===== config.mk =====
export PLATFORM = sky130hd
export DESIGN_NAME = table_writer_flat
export DESIGN_NICKNAME = d
export VERILOG_FILES = /design/src/rtl/table_writer_pkg.sv /design/src/rtl/table_writer_if.sv /design/src/rtl/table_ram_1w1r.sv /design/src/rtl/table_writer.sv /design/src/flat_wrapper.sv
export SDC_FILE = /design/constraint.sdc
export NUM_CORES = 1
export LEC_CHECK = 0
export BUFFER_PORTS_ARGS = -buffer_cell sky130_fd_sc_hd__buf_2
export CAP_MARGIN = 20
export CORE_MARGIN = 2
export CORE_UTILIZATION = 56
export CTS_CLUSTER_DIAMETER = 50
export DETAILED_ROUTE_END_ITERATION = 16
export PLACE_DENSITY = 0.78
export SYNTH_ARGS = -nofsm -noshare
export SYNTH_HDL_FRONTEND = slang
export SYNTH_SLANG_ARGS = --single-unit

===== constraint.sdc =====
create_clock -name clk -period 2.6 [get_ports clk]
set_input_delay 0.39 -clock clk [delete_from_list [all_inputs] [get_ports clk]]
set_output_delay 0.39 -clock clk [all_outputs]
set_load 0.02 [all_outputs]

===== src/rtl/table_writer_pkg.sv =====
// Shared types and default sizing for the table writer block.
package table_writer_pkg;

  // Default width of a table entry / input byte.
  localparam int DEF_DATA_WIDTH = 8;

  // Default table depth (must be a power of two).
  localparam int DEF_ITEMS = 4;

  // Controller states: zero the table, accept bytes, hold a complete table.
  typedef enum logic [1:0] {
    CLEAR = 2'd0,
    FILL  = 2'd1,
    FULL  = 2'd2
  } state_t;

endpackage


===== src/rtl/table_writer_if.sv =====
// Write-stream handshake and read port of the table writer, bundled.
// The producer/reader side uses 'master'; the table writer uses 'slave'.
interface table_writer_if
  import table_writer_pkg::*;
#(
  parameter int DATA_WIDTH = DEF_DATA_WIDTH,
  parameter int AW         = 2
);

  logic [DATA_WIDTH-1:0] din_data;
  logic                  din_vld;
  logic                  din_rd;
  logic [AW-1:0]         rd_addr;
  logic [DATA_WIDTH-1:0] rd_data;

  modport master (
    output din_data, din_vld, rd_addr,
    input  din_rd, rd_data
  );

  modport slave (
    input  din_data, din_vld, rd_addr,
    output din_rd, rd_data
  );

endinterface


===== src/rtl/table_ram_1w1r.sv =====
// Table storage: one synchronous write port and one registered read port.
// The array itself is not reset; the controller zeroes it after reset.
module table_ram_1w1r
  import table_writer_pkg::*;
#(
  parameter int DATA_WIDTH = DEF_DATA_WIDTH,
  parameter int ITEMS      = DEF_ITEMS
) (
  input  logic                       clk,
  input  logic                       rst,
  input  logic                       we,
  input  logic [$clog2(ITEMS)-1:0]   waddr,
  input  logic [DATA_WIDTH-1:0]      wdata,
  input  logic [$clog2(ITEMS)-1:0]   raddr,
  output logic [DATA_WIDTH-1:0]      rdata
);

  logic [DATA_WIDTH-1:0] mem [ITEMS];

  // Write port: store wdata at waddr when enabled.
  always_ff @(posedge clk) begin
    if (we) begin
      mem[waddr] <= wdata;
    end
  end

  // Read port: a same-edge write is not seen, so old content is returned.
  always_ff @(posedge clk) begin
    if (rst) begin
      rdata <= '0;
    end else begin
      rdata <= mem[raddr];
    end
  end

endmodule


===== src/rtl/table_writer.sv =====
// Table writer: zeroes a small table, fills it from a valid/ready byte
// stream, keeps a running modulo checksum, and exposes a 2-cycle read port.
module table_writer
  import table_writer_pkg::*;
#(
  parameter int DATA_WIDTH = DEF_DATA_WIDTH,
  parameter int ITEMS      = DEF_ITEMS
) (
  input  logic                       clk,
  input  logic                       rst,
  table_writer_if.slave              bus,
  input  logic                       clear,
  output logic [$clog2(ITEMS):0]     fill_cnt,
  output logic                       loaded,
  output logic [DATA_WIDTH-1:0]      checksum
);

  localparam int AW = $clog2(ITEMS);
  localparam logic [AW-1:0] LAST_PTR = AW'(ITEMS - 1);
  localparam logic [AW:0]   LAST_CNT = (AW + 1)'(ITEMS - 1);

  state_t                state_r;
  state_t                state_nxt;
  logic [AW-1:0]         clr_ptr_r;
  logic [AW-1:0]         wr_ptr_r;
  logic [AW:0]           fill_cnt_r;
  logic [DATA_WIDTH-1:0] checksum_r;
  logic [AW-1:0]         rd_addr_r;
  logic                  din_rd_s;
  logic                  xfer_s;
  logic                  we_s;
  logic [AW-1:0]         waddr_s;
  logic [DATA_WIDTH-1:0] wdata_s;

  // Unsigned add that drops the carry out of the top bit.
  function automatic logic [DATA_WIDTH-1:0] sum_mod(
    input logic [DATA_WIDTH-1:0] a,
    input logic [DATA_WIDTH-1:0] b
  );
    return a + b;
  endfunction

  // Next-state and table write control; clear/reset override everything.
  always_comb begin
    state_nxt = state_r;
    din_rd_s  = 1'b0;
    we_s      = 1'b0;
    waddr_s   = clr_ptr_r;
    wdata_s   = '0;
    if (rst || clear) begin
      state_nxt = CLEAR;
    end else begin
      case (state_r)
        CLEAR: begin
          we_s = 1'b1;
          if (clr_ptr_r == LAST_PTR) begin
            state_nxt = FILL;
          end else begin
            state_nxt = CLEAR;
          end
        end
        FILL: begin
          din_rd_s = 1'b1;
          waddr_s  = wr_ptr_r;
          wdata_s  = bus.din_data;
          we_s     = bus.din_vld;
          if (bus.din_vld && (fill_cnt_r == LAST_CNT)) begin
            state_nxt = FULL;
          end else begin
            state_nxt = FILL;
          end
        end
        FULL: begin
          state_nxt = FULL;
        end
        default: begin
          state_nxt = CLEAR;
        end
      endcase
    end
  end

  assign xfer_s = din_rd_s & bus.din_vld;

  // State register.
  always_ff @(posedge clk) begin
    if (rst) begin
      state_r <= CLEAR;
    end else begin
      state_r <= state_nxt;
    end
  end

  // Pointers, fill count and checksum; restart from zero on reset or clear.
  always_ff @(posedge clk) begin
    if (rst || clear) begin
      clr_ptr_r  <= '0;
      wr_ptr_r   <= '0;
      fill_cnt_r <= '0;
      checksum_r <= '0;
    end else begin
      case (state_r)
        CLEAR: begin
          clr_ptr_r  <= clr_ptr_r + 1'b1;
          wr_ptr_r   <= '0;
          fill_cnt_r <= '0;
          checksum_r <= '0;
        end
        FILL: begin
          if (xfer_s) begin
            wr_ptr_r   <= wr_ptr_r + 1'b1;
            fill_cnt_r <= fill_cnt_r + 1'b1;
            checksum_r <= sum_mod(checksum_r, bus.din_data);
          end
        end
        default: begin
          clr_ptr_r <= clr_ptr_r;
        end
      endcase
    end
  end

  // First read stage: capture the read address.
  always_ff @(posedge clk) begin
    if (rst) begin
      rd_addr_r <= '0;
    end else begin
      rd_addr_r <= bus.rd_addr;
    end
  end

  table_ram_1w1r #(
    .DATA_WIDTH (DATA_WIDTH),
    .ITEMS      (ITEMS)
  ) u_ram (
    .clk   (clk),
    .rst   (rst),
    .we    (we_s),
    .waddr (waddr_s),
    .wdata (wdata_s),
    .raddr (rd_addr_r),
    .rdata (bus.rd_data)
  );

  assign bus.din_rd = din_rd_s;
  assign fill_cnt   = fill_cnt_r;
  assign checksum   = checksum_r;
  assign loaded     = (state_r == FULL);

endmodule


===== src/flat_wrapper.sv =====
// flat-port wrapper written by rule: the top's interface ports become plain ports
module table_writer_flat import table_writer_pkg::*;
#(
  parameter int DATA_WIDTH = DEF_DATA_WIDTH,
  parameter int ITEMS      = DEF_ITEMS
)
  (clk, rst, clear, fill_cnt, loaded, checksum, bus_din_data, bus_din_vld, bus_rd_addr, bus_din_rd, bus_rd_data);
  table_writer_if #(.DATA_WIDTH(DATA_WIDTH)) bus_i ();
  input  logic clk;
  input  logic rst;
  input  logic clear;
  output logic [$clog2(ITEMS):0] fill_cnt;
  output logic loaded;
  output logic [DATA_WIDTH-1:0] checksum;
  input wire logic [$bits(bus_i.din_data)-1:0] bus_din_data;
  input wire logic [$bits(bus_i.din_vld)-1:0] bus_din_vld;
  input wire logic [$bits(bus_i.rd_addr)-1:0] bus_rd_addr;
  output wire logic [$bits(bus_i.din_rd)-1:0] bus_din_rd;
  output wire logic [$bits(bus_i.rd_data)-1:0] bus_rd_data;
  assign bus_i.din_data = bus_din_data;
  assign bus_i.din_vld = bus_din_vld;
  assign bus_i.rd_addr = bus_rd_addr;
  assign bus_din_rd = bus_i.din_rd;
  assign bus_rd_data = bus_i.rd_data;
  table_writer #(.DATA_WIDTH(DATA_WIDTH), .ITEMS(ITEMS)) u_core (.clk(clk), .rst(rst), .bus(bus_i), .clear(clear), .fill_cnt(fill_cnt), .loaded(loaded), .checksum(checksum));
endmodule

Word-level counts from Yosys, hierarchy flattened
Memory sizes are Yosys's and may differ from the RTL's. A register that Yosys moved wholly into a read port is not among the register bits.
Cells that the tools add are included.
- add/subtract/negate cells: 4
- multiply operators: 0
- divide/modulo/power cells: 0
- order comparisons: 0
- eq/ne operators: 5
- shift-type cells: 0
- muxes and demuxes: 19
- bitwise operators: 1
- reductions and logical operators: 6
- operators by type and width (cell ; count):
    2-to-1 mux 8 bit ; 3
    one-hot mux 8 bit (2 select lines) ; 1
    adder 8 bit ; 1
    2-to-1 mux 2 bit ; 4
    2-to-1 mux 1 bit ; 6
    one-hot mux 2 bit (3 select lines) ; 1
    one-hot mux 3 bit (2 select lines) ; 1
    adder 2 x 1 -> 2 bit, second input constant ; 2
    equality test 2 bit, second input constant ; 2
    one-hot mux 2 bit (2 select lines) ; 1
    adder 3 x 1 -> 3 bit, second input constant ; 1
    equality test 3 x 2 -> 1 bit, second input constant ; 1
    2-to-1 mux 3 bit ; 1
    equality test 2 x 1 -> 1 bit, second input constant ; 1
    logical NOT 2 bit ; 1
    != test 2 x 1 -> 1 bit, second input constant ; 1
    one-hot mux 1 bit (2 select lines) ; 1
    AND reduction 2 bit ; 1
    nonzero test 2 bit ; 1
    OR reduction 2 bit ; 1
    AND 1 bit ; 1
    logical AND 1 bit ; 1
    logical OR 1 bit ; 1
- bits in registers: 19
- latch bits: 0
- bits in writable memories: 32
- memory bits (read-only): 0
- input bits: 14
- output and inout port bits: 21
- logic and storage cells: 42
- memories kept: 1
- memories (memory ; depth ; width ; read ports ; clocked after Yosys merged registers in ; write ports ; line ; source):
    u_core.u_ram.mem ; 4 ; 8 ; 1 ; 1 ; 1 ; table_ram_1w1r.sv:18 ; logic [DATA_WIDTH-1:0] mem [ITEMS];

Logic depth before layout (Yosys ltp)
Gate-level depths: netlist of the first run.
- depth after elaboration: 6
- mapped depth: 7
- depth with buffers taken out: 7

By module
From an unflattened synthesis of the first run, not the netlist that was laid out.
- cell total of the unflattened synthesis: 206
- area total of the unflattened synthesis: 2548.7 um2
- modules (own cells, without submodules) (module ; times used ; cells an instance ; area each (um2) ; seq. area each (um2)):
    table_ram_1w1r ; 1 ; 75 ; 1413.9 ; 1121.1
    table_writer ; 1 ; 131 ; 1134.8 ; 380.4

Least setup slack after synthesis of the first run
No wires, ideal clock.
- path kind: input to register
- start: input clear
- end: memory u_core.u_ram.mem[0][0] in the netlist's numbering (enable)
- setup time: 370 ps
- arrival: 1625 ps
- required time: 2230 ps
- slack: 605 ps
- cell stages on the path: 5
- buffers on the path: 1
- cell sequence: or2_1 -> buf_6 -> nor2_2 -> mux2_2 -> nor2_1
- longest elaborated chain between the ends: 4
- ends and longest elaborated chain (element ; line ; source):
    from (decl) ; flat_wrapper.sv:11 ; input logic clear;
    logical OR 1 bit (*) ; table_writer.sv:50 ; if (rst || clear) begin
    2-to-1 mux 1 bit ; table_writer.sv:50 ;
    2-to-1 mux 1 bit ; table_ram_1w1r.sv:22 ; if (we) begin
    2-to-1 mux 1 bit (implied by the code) ; table_ram_1w1r.sv:23 ; mem[waddr] <= wdata;
    to (decl) ; table_ram_1w1r.sv:18 ;
Mark *: on every way between the ends. The rest lies on a longest branch, timed or not.

Final worst setup path of the first run
- start: register u_core.state_r[0]
- end: output bus_din_rd
- longest elaborated chain between the ends: 3
- ends and longest elaborated chain (element ; line ; source):
    from (decl) ; table_writer.sv:22 ; state_t state_r;
    from (signal assigned) ; table_writer.sv:90 ; state_r <= state_nxt;
    equality test 2 x 1 -> 1 bit ; table_writer.sv:53 ; case (state_r)
    2-to-1 mux 1 bit ; table_writer.sv:53 ;
    2-to-1 mux 1 bit ; table_writer.sv:50 ;
    to (decl) ; flat_wrapper.sv:18 ; output wire logic [$bits(bus_i.din_rd)-1:0] bus_din_rd;
Every way passes these cells.

==> qor.csv, run 1 <==
stage;metric;value;unit
worst_setup_path;cp.buffers_inverters;2;
finish;design_area;0.00293;sq mm
finish;drive_gt1_share;27.0;%
timing;period_minus_slack;2.02;ns
floorplan;dieArea;0.00506;sq mm
synthesis;synth_fp_nets;218;
routing;wl;4.40;mm
timing;fin_skew;0.00736;ns
timing;clock.fmax;496;MHz
finish;layout.nets;261;
worst_setup_path;cp_cell_sequence;nand2b_1 > nor2_2 > buf_4 > buf_2;
floorplan;die_width;71.1;um
finish;nFillCells;315;
place;place_congestion;0.783;
clock_tree;post_cts_buffers;0;
timing;fin_crit_sh;77.6;%
routing;wl_per_cell;15.0;um
synthesis;synth_seq_cells;59;
routing;drtPass1Iterations;4;
timing;tightest_slew;0.509;ns
place;placed_cell_area;0.00276;sq mm
clock_tree;tritoncts;built;
clock_tree;cts_buffers;9;
worst_setup_path;cpPeakStageDelay;0.54;ns
synthesis;synth_top_area_share;38.1;%
place;place_ws;0.564;ns
timing;setup_viol;0;
grt;grt_pass1_wl;7.14;mm
pwr;power_density;610;mW/mm^2
floorplan;initial_core_util;58.0;%
synthesis;synth_top_family_by_area;simple AND/OR/NAND/NOR gates;
synthesis;synthCells;193;
worst_setup_path;worstPathMaxFanout;12;
floorplan;fp.dieH;71.1;um
synthesis;synth_top_cell_by_area;edfxtp_1;
timing;slew_headroom;66.0;%
clock_tree;ctsHoldBuffers;0;
grt;overflow;0;
pwr;peakVddDrop;0.280;mV
pwr;p_leak;1.24;nW
synthesis;yosysWarnings;0;
timing;rsz0062_at_grt;false;
routing;drc_errors;0;
worst_setup_path;worstPathRequired;2.21;ns
clock_tree;cts_resized;0;
grt;grt_max_degree;13;
synthesis;synth_fa_ha_area_share;5.75;%
timing;setup_slack;0.583;ns
synthesis;yosys-top-cells-area;edfxtp_1 (38%), dfxtp_1 (21%), mux4_2 (7.1%);
worst_hold_path;hold_path_class;in2reg;
routing;drtIter0Drc;64;
worst_setup_path;start_kind;flip-flop;
job;maxCapViolations;0;
synthesis;synthesis.area;0.00252;sq mm
synthesis;ys_seq_area_share;59.5;%
synthesis;synthSimpleGateAreaFrac;13.3;%
clock_tree;htreeDepth;3;
timing;hold_viol;0;
routing;vias;1586;
floorplan;core-area;0.00435;sq mm
grt;grtUsageTotal;19.0;%
routing;ant_nets;0;
worst_setup_path;crit_type;reg2out;
floorplan;io_pins;35;
clock_tree;clk_latency;0.33;ns
worst_setup_path;critical_path.top_delay_family;flip-flops;
synthesis;synth-xor-area-share;2.08;%
finish;antennaDiodeCount;0;
clock_tree;cts_root_buf;clkbuf_8;
place;dpl.hpwl;3.24;mm
clock_tree;clk_pin_slew;0.06;ns
outcome;outcome;completed;
worst_setup_path;slowest_stage;dfxtp_1;
synthesis;synthMuxAreaShare;8.37;%
clock_tree;clock_sinks;59;
grt;grt_antenna_before_repair;0;
timing;fin_tns_setup;0;ns
worst_setup_path;critPathArrivalTime;1.63;ns
synthesis;syn_avg_cell_area;13.1;sq um
worst_setup_path;end_kind;primary output;
clock_tree;cts_buffer_depth;2;
routing;via_per_inst;5.41;
synthesis;synth.distinct_cells;38;
grt;first_global_vias;1514;
finish;area_growth;15.9;%
place;port_buffers;34;
timing;drv_slew;0;
floorplan;rows;24;
synthesis;synth_compound_area_share;8.67;%
-- where the power goes --
group / internal, mW / switching [mW] / leakage [nW] / total, mW
clock network: 0.366 / 0.331 / 0.0848 / 0.697
registers: 0.989 / 0.00989 / 0.559 / 0.999
logic: 0.0423 / 0.0464 / 0.601 / 0.0887
-- cell families after synthesis --
| kind of cell | Yosys count |
|---|---|
| buffers and inverters | 12 |
| and+or+nand+nor | 63 |
| muxes | 11 |
| DFF | 59 |
| xor gates and xnor gates | 6 |
| adders and majority gates | 11 |
| AOI/OAI and AO/OA | 31 |
-- metrics by stage --
step	util [%]	total power, mW	cells	hold WS [ns]
floorplan	-	1.08	193	0.478
finish	67.2	1.79	293	0.266
global route	67.2	1.85	293	0.254
global placement	63.5	1.11	277	0.487
CTS	67.2	1.80	293	0.259
detailed placement	63.5	1.11	277	0.494
-- metal layers --
| metal | part of all wire (%) | vias to the layer above | global-route usage [%] | routed length [um] |
|---|---|---|---|---|
| li1 | - | 794 | - | - |
| met1 | 46 | 728 | 23.6 | 2010 |
| met2 | 46 | 51 | 29.3 | 2040 |
| met3 | 5.6 | 13 | 8.83 | 248 |
| met4 | 2.3 | 0 | 7.13 | 103 |
| met5 | 0 | - | 0 | 0 |
-- Yosys cell counts --
cell	count
a2111o_1	1
nor2_1	17
inv_1	3
o21ai_0	4
nor2_2	1
and2_1	8
a21o_1	6
o2111ai_1	1
ha_1	10
mux2i_1	2
buf_6	1
edfxtp_1	32
a2bb2oi_1	2
a21oi_1	5
xnor2_1	3
a22oi_1	6
clkbuf_1	4
dfxtp_1	27
or2_1	1
a31oi_1	2
and4_1	1
o211ai_1	1
mux4_2	8
a22o_1	1
xor2_1	3
a211o_1	1
buf_2	3
nand2b_1	2
buf_4	1
mux2_2	1
or3_1	2
nor3_4	1
a31o_2	1
nor2b_1	14
fa_1	1
nor3_1	2
nand2_1	7
nand3_1	7
-- cells in the final DEF (no fill, tap or decap), drive strengths merged, types with 2 or more instances in the layout --
master,Yosys,layout
ha,10,10
o21ai,4,4
clkbuf,4,13
mux4,8,8
inv,3,3
nor2b,14,14
nor2,18,18
buf,5,41
and2,8,8
xor2,3,3
a31oi,2,2
a22oi,6,6
xnor2,3,3
nand2,7,7
nand2b,2,2
nor3,3,3
dfxtp,27,27
or3,2,2
a2bb2oi,2,2
a21o,6,6
mux2i,2,2
clkinv,0,3
edfxtp,32,32
a21oi,5,5
nand3,7,7
-- state kept, by name, summed over array words and instances, names as in the netlist --
signal	count
u_core.wr_ptr_r	2
u_core.fill_cnt	3
u_core.u_ram.rdata	8
u_core.checksum	8
u_core.state_r	2
u_core.clr_ptr_r	2
u_core.rd_addr_r	2
u_core.u_ram.mem	32
-- area by class of cell --
type | instances | area (sq um) | area share, %
Clock buffer | 13 | 149 | 5.09
Clock inverter | 3 | 13.8 | 0.470
Inverter | 3 | 11.3 | 0.385
Multi-Input combinational cell | 122 | 963 | 32.9
Sequential cell | 59 | 1500 | 51.3
Tap cell | 52 | 65.1 | 2.22
Timing Repair Buffer | 41 | 223 | 7.61
-- worst reg2reg max path, delay by kind of cell, from the launching register on --
family	cells	cell delay (ns)
buffers and inverters	1	0.19
flip-flops	1	0.54
multiplexers	1	0.36
AND/OR/NAND/NOR	3	0.52
-- final timing paths --
| check | from | to | slack, ns | cells after the start |
|---|---|---|---|---|
| hold reg to reg | u_core.checksum[5]$_SDFFE_PP0P_ | u_core.checksum[5]$_SDFFE_PP0P_ | 0.51 | 2 |
| hold / removal | bus_rd_addr[1] | u_core.rd_addr_r[1]$_SDFF_PP0_ | 0.27 | 2 |
| setup / recovery | u_core.state_r[0]$_SDFF_PP0_ | bus_din_rd | 0.58 | 4 |
| setup reg to reg | u_core.state_r[0]$_SDFF_PP0_ | u_core.u_ram.mem[0][2]$_DFFE_PP_ | 0.70 | 5 |
Power figures use the tool's default switching activity.
==> inputs of run 2 (changes only) <==
--- a/config.mk
+++ b/config.mk
@@ -8,10 +8,10 @@
 export BUFFER_PORTS_ARGS = -buffer_cell sky130_fd_sc_hd__buf_2
 export CAP_MARGIN = 20
 export CORE_MARGIN = 2
-export CORE_UTILIZATION = 56
+export CORE_UTILIZATION = 51
 export CTS_CLUSTER_DIAMETER = 50
 export DETAILED_ROUTE_END_ITERATION = 16
-export PLACE_DENSITY = 0.78
+export PLACE_DENSITY = 0.75
 export SYNTH_ARGS = -nofsm -noshare
 export SYNTH_HDL_FRONTEND = slang
 export SYNTH_SLANG_ARGS = --single-unit
==> constraint.sdc (replaced) <==
create_clock -name clk -period 1.73 [get_ports clk]
set_input_delay 0.2595 -clock clk [delete_from_list [all_inputs] [get_ports clk]]
set_output_delay 0.2595 -clock clk [all_outputs]
set_load 0.02 [all_outputs]
==> qor.csv, run 2 (synthesized netlist as in run 1, its figures left out) <==
stage;metric;value;unit
outcome;outcome;finished, violations left;
outcome;violations;negative setup slack;
floorplan;die_width;74.4;um
grt;overflow;0;
clock_tree;cts_buffers;9;
place;place_congestion;0.826;
routing;drc_errors;0;
timing;fin_tns_setup;-0.0102;ns
floorplan;io_pins;35;
timing;tightest_slew;0.499;ns
worst_setup_path;end_kind;flip-flop;
finish;drive_gt1_share;37.9;%
grt;use_met2;31.2;%
place;dpl.hpwl;3.38;mm
worst_setup_path;r2r_slack;-0.01;ns
worst_setup_path;start_kind;flip-flop;
finish;regArea;0.00150;sq mm
routing;ant_nets;0;
timing;setup_viol;1;
grt;use_met3;6.50;%
pwr;power_density;950;mW/mm^2
clock_tree;cts_root_buf;clkbuf_8;
place;placed_cell_area;0.00297;sq mm
timing;drv_slew;0;
finish;nFillCells;377;
timing;rsz0062_at_grt;true;
timing;fin_crit_sh;101;%
grt;grt_max_degree;16;
worst_hold_path;hp-start;bus_rd_addr[0];
grt;grtUsageMet1;26.3;%
worst_setup_path;cpPeakStageDelay;0.39;ns
worst_setup_path;worstPathMaxFanout;2;
finish;area_growth;30.1;%
worst_hold_path;worstHoldPathCells;2;
finish;design_area;0.00328;sq mm
routing;wl_per_cell;14.6;um
grt;first_global_vias;1625;
pwr;p_leak;1.40;nW
timing;hold_viol;0;
worst_setup_path;worstPathRequired;1.96;ns
timing;period_minus_slack;1.74;ns
worst_setup_path;reg2reg_depth;8;
clock_tree;htreeDepth;3;
finish;layout.nets;284;
finish;final_common_cell;buf_2;
worst_setup_path;critPathArrivalTime;1.97;ns
pwr;peakVddDrop;0.527;mV
routing;wl;4.82;mm
routing;vias;1737;
worst_setup_path;r2r_start;u_core.checksum[0]$_SDFFE_PP0P_;
finish;largest_reg_flops;32;
timing;slew_headroom;65.8;%
clock_tree;clock_sinks;59;
floorplan;core-area;0.00475;sq mm
routing;drtPass1Iterations;4;
routing;drtIter0Drc;85;
floorplan;initial_core_util;53.1;%
finish;multi_input_area;0.00102;sq mm
finish;antennaDiodeCount;0;
clock_tree;cts_buffer_depth;2;
timing;fin_skew;0.0117;ns
grt;grtUsageTotal;20.1;%
floorplan;dieArea;0.00553;sq mm
routing;via_per_inst;5.25;
timing;setup_slack;-0.0102;ns
grt;grt_antenna_before_repair;0;
floorplan;rows;25;
worst_setup_path;cp_cell_sequence;ha_4 > fa_2 > a21o_1 > a21oi_2 > buf_4 > xnor2_1 > a22oi_1 > nor2_1;
worst_hold_path;hold_end;u_core.rd_addr_r[0]$_SDFF_PP0_;
timing;clock.fmax;575;MHz
finish;mostFrequentLayoutCells;buf_2 (33), edfxtp_1 (32), buf_4 (28);
place;port_buffers;34;
grt;grt-busiest-layer;met2;
job;maxCapViolations;0;
finish;largest_register;u_core.u_ram.mem;
clock_tree;clk_pin_slew;0.07;ns
worst_setup_path;r2r-end;u_core.checksum[4]$_SDFFE_PP0P_;
clock_tree;tritoncts;built;
grt;grt_pass1_wl;8.05;mm
worst_hold_path;hold_path_class;in2reg;
clock_tree;clk_latency;0.33;ns
worst_setup_path;crit_type;reg2reg;
floorplan;fp.dieH;74.4;um
worst_setup_path;slowest_stage;fa_2;
[run 2: what timing repair did]
action,CTS,global route
hold buffers,0,0
gates resized for setup,5,8
buffers inserted,3,1
pin swaps,2,9
setup endpoints to repair,34,27
[run 2: worst max-delay path, delay by kind of cell, from the launching register on]
kind	cells	cell delay [ns]
compound gates	3	0.50
simple gates	1	0.06
flops	1	0.34
xor+xnor	1	0.05
buf+inv	1	0.13
fa+ha+maj	2	0.55
[run 2: area by class of cell]
| type | instances | share of cell area (%) |
|---|---|---|
| multi-input cells | 122 | 31.1 |
| repair buffers | 64 | 13.0 |
| inverters | 3 | 0.343 |
| clock buffers | 13 | 5.14 |
| well taps | 67 | 2.55 |
| flip-flops and latches | 59 | 45.8 |
| clock inverters | 3 | 2.10 |
[run 2: routing by layer]
| metal | up-vias | routed length [um] |
|---|---|---|
| li1 | 843 | - |
| met5 | - | 0 |
| met4 | 0 | 66 |
| met2 | 49 | 2430 |
| met1 | 838 | 2100 |
| met3 | 7 | 224 |
[run 2: report_power, final]
part | leakage, nW | switching, mW | internal [mW]
Combinational | 0.721 | 0.0869 | 0.0852
Sequential | 0.560 | 0.00901 | 1.49
Clock | 0.120 | 0.519 | 0.933
[run 2: through the flow]
stage	setup WS, ns	hold WS (ns)	utilization (%)	std cells	power (mW)
floorplan	-0.101	0.388	-	193	1.62
global placement	-0.207	0.477	62.5	311	1.69
detailed placement	-0.286	0.477	62.5	311	1.69
CTS	0.0181	0.133	68.2	330	3.15
global route	-0.0947	0.126	69.1	331	3.24
finish	-0.0102	0.143	69.1	331	3.12
[run 2: worst max-delay path by stage]
stage	from	to	slack, ns	cells after the start
after floorplan	u_core.state_r[1]$_SDFF_PP0_	u_core.u_ram.mem[2][0]$_DFFE_PP_	-0.10	6
after global placement	clear	u_core.u_ram.mem[2][3]$_DFFE_PP_	-0.21	4
after detailed placement	clear	u_core.u_ram.mem[2][2]$_DFFE_PP_	-0.29	4
after CTS	u_core.checksum[0]$_SDFFE_PP0P_	u_core.checksum[6]$_SDFFE_PP0P_	0.02	7
after global routing	u_core.checksum[0]$_SDFFE_PP0P_	u_core.checksum[6]$_SDFFE_PP0P_	-0.09	7
final	u_core.checksum[0]$_SDFFE_PP0P_	u_core.checksum[4]$_SDFFE_PP0P_	-0.01	8
==> inputs of run 3 (changes only) <==
--- a/config.mk
+++ b/config.mk
@@ -8,10 +8,12 @@
 export BUFFER_PORTS_ARGS = -buffer_cell sky130_fd_sc_hd__buf_2
 export CAP_MARGIN = 20
 export CORE_MARGIN = 2
-export CORE_UTILIZATION = 51
+export CORE_UTILIZATION = 50
 export CTS_CLUSTER_DIAMETER = 50
 export DETAILED_ROUTE_END_ITERATION = 16
-export PLACE_DENSITY = 0.75
+export PLACE_DENSITY = 0.74
+export SKIP_LAST_GASP = 1
 export SYNTH_ARGS = -nofsm -noshare
 export SYNTH_HDL_FRONTEND = slang
 export SYNTH_SLANG_ARGS = --single-unit
+export TNS_END_PERCENT = 20
==> qor.csv, run 3 (synthesized netlist as in run 1, its figures left out) <==
stage;metric;value;unit
grt;first_global_vias;1687;
timing;tightest_slew;0.418;ns
timing;fin_crit_sh;98.8;%
clock_tree;cts_root_buf;clkbuf_8;
finish;regArea;0.00150;sq mm
finish;final_common_cell;buf_2;
worst_setup_path;slowest_stage;fa_2;
floorplan;fp.dieH;75.1;um
grt;grt_pass1_wl;8.00;mm
worst_setup_path;crit_type;reg2reg;
routing;drtPass1Iterations;5;
timing;drv_slew;0;
worst_setup_path;start_kind;flip-flop;
pwr;peakVddDrop;0.448;mV
timing;period_minus_slack;1.71;ns
grt;grtUsageTotal;19.9;%
timing;rsz0062_at_grt;true;
finish;largest_register;u_core.u_ram.mem;
worst_setup_path;critPathArrivalTime;1.92;ns
floorplan;initial_core_util;52.8;%
finish;nFillCells;367;
worst_hold_path;hold_path_class;in2reg;
worst_setup_path;end_kind;flip-flop;
worst_setup_path;r2r_start;u_core.checksum[0]$_SDFFE_PP0P_;
floorplan;io_pins;35;
routing;drtIter0Drc;99;
place;port_buffers;34;
routing;drc_errors;0;
finish;multi_input_area;992;sq um
clock_tree;clock_sinks;59;
worst_setup_path;cpPeakStageDelay;0.38;ns
grt;overflow;0;
pwr;power_density;889;mW/mm^2
clock_tree;clk_pin_slew;0.07;ns
worst_hold_path;worstHoldPathCells;2;
floorplan;core-area;0.00479;sq mm
finish;area_growth;23.9;%
floorplan;dieArea;0.00563;sq mm
pwr;p_leak;1.34;nW
worst_hold_path;hp-start;bus_rd_addr[0];
place;place_congestion;0.867;
routing;ant_nets;0;
job;maxCapViolations;0;
timing;fin_skew;0.00821;ns
timing;hold_viol;0;
finish;drive_gt1_share;33.9;%
outcome;outcome;completed;
place;dpl.hpwl;3.60;mm
routing;via_per_inst;5.27;
routing;wl;4.80;mm
finish;layout.nets;277;
clock_tree;clk_latency;0.33;ns
worst_setup_path;cp_cell_sequence;ha_4 > fa_2 > a21o_1 > a21oi_2 > o211ai_1 > xnor2_1 > o21ai_1;
worst_setup_path;r2r_slack;0.02;ns
finish;antennaDiodeCount;0;
grt;grt_max_degree;13;
timing;slew_headroom;72.1;%
clock_tree;cts_buffer_depth;2;
routing;wl_per_cell;14.8;um
worst_hold_path;hold_end;u_core.rd_addr_r[0]$_SDFF_PP0_;
floorplan;rows;25;
place;placed_cell_area;0.00291;sq mm
clock_tree;cts_buffers;9;
grt;grt_antenna_before_repair;0;
finish;mostFrequentLayoutCells;buf_2 (34), edfxtp_1 (32), dfxtp_1 (26);
worst_setup_path;worstPathMaxFanout;2;
finish;design_area;0.00313;sq mm
clock_tree;htreeDepth;3;
timing;setup_viol;0;
worst_setup_path;r2r-end;u_core.checksum[6]$_SDFFE_PP0P_;
worst_setup_path;worstPathRequired;1.94;ns
pwr;p_total;2.78;mW
timing;clock.fmax;585;MHz
clock_tree;tritoncts;built;
floorplan;die_width;75.1;um
worst_setup_path;reg2reg_depth;7;
finish;largest_reg_flops;32;
routing;vias;1706;
==> run 3: worst max-delay path, delay by kind of cell, from the launching register on <==
kind	cells	cell delay (ns)
compound gates	4	0.53
xor+xnor	1	0.17
fa+ha+maj	2	0.54
flops	1	0.33
==> run 3: worst max-delay path by stage <==
stage / startpoint / endpoint / slack, ns / cells after the start
after CTS: u_core.checksum[0]$_SDFFE_PP0P_ / u_core.checksum[6]$_SDFFE_PP0P_ / 0.04 / 7
after global routing: u_core.checksum[0]$_SDFFE_PP0P_ / u_core.checksum[6]$_SDFFE_PP0P_ / -0.13 / 7
after floorplan: u_core.state_r[1]$_SDFF_PP0_ / u_core.u_ram.mem[2][0]$_DFFE_PP_ / -0.10 / 6
final: u_core.checksum[0]$_SDFFE_PP0P_ / u_core.checksum[6]$_SDFFE_PP0P_ / 0.02 / 7
after global placement: bus_din_data[0] / u_core.checksum[6]$_SDFFE_PP0P_ / -0.1 / 8
after detailed placement: bus_din_data[0] / u_core.checksum[6]$_SDFFE_PP0P_ / -0.16 / 8
==> run 3: per-stage QoR <==
stage	instances	worst slack [ns]	hold WS (ns)	setup TNS, ns	utilization, %
after floorplan	193	-0.101	0.388	-2.12	-
after global placement	306	-0.0997	0.475	-0.670	60.8
after detailed placement	306	-0.162	0.474	-0.795	60.8
after CTS	322	0.0401	0.135	0	64.8
after global routing	324	-0.130	0.138	-0.207	65.4
final	324	0.0209	0.142	0	65.4
==> run 3: metal layers <==
metal  vias to the layer above  GRT usage (%)  routed length, um
li1                        832              -                  -
met1                       813           24.3               2090
met2                        52           32.5               2410
met3                         9           6.43                232
met4                         0           8.73                 65
met5                         -              0                  0
==> run 3: where the power goes <==
| group | internal (mW) | switching [mW] | leakage (nW) | total [mW] |
|---|---|---|---|---|
| Clock | 0.641 | 0.489 | 0.0932 | 1.13 |
| Combinational | 0.0717 | 0.0804 | 0.683 | 0.152 |
| Sequential | 1.49 | 0.0111 | 0.560 | 1.50 |
| Total | 2.20 | 0.581 | 1.34 | 2.78 |
==> run 3: final cells by class <==
| type | instances | area share (%) |
|---|---|---|
| Clock inverter | 2 | 0.280 |
| Clock buffer | 14 | 5.56 |
| Inverter | 3 | 0.360 |
| Multi-Input combinational cell | 122 | 31.7 |
| Sequential cell | 59 | 48.0 |
| Timing Repair Buffer | 57 | 11.4 |
| Tap cell | 67 | 2.68 |
==> run 3: repair_timing <==
action	CTS	global route
setup endpoints to repair	2	2
cloned	0	0
gates resized for setup	2	4
setup buffers	0	2
hold buffers	0	0
pin swaps	2	5
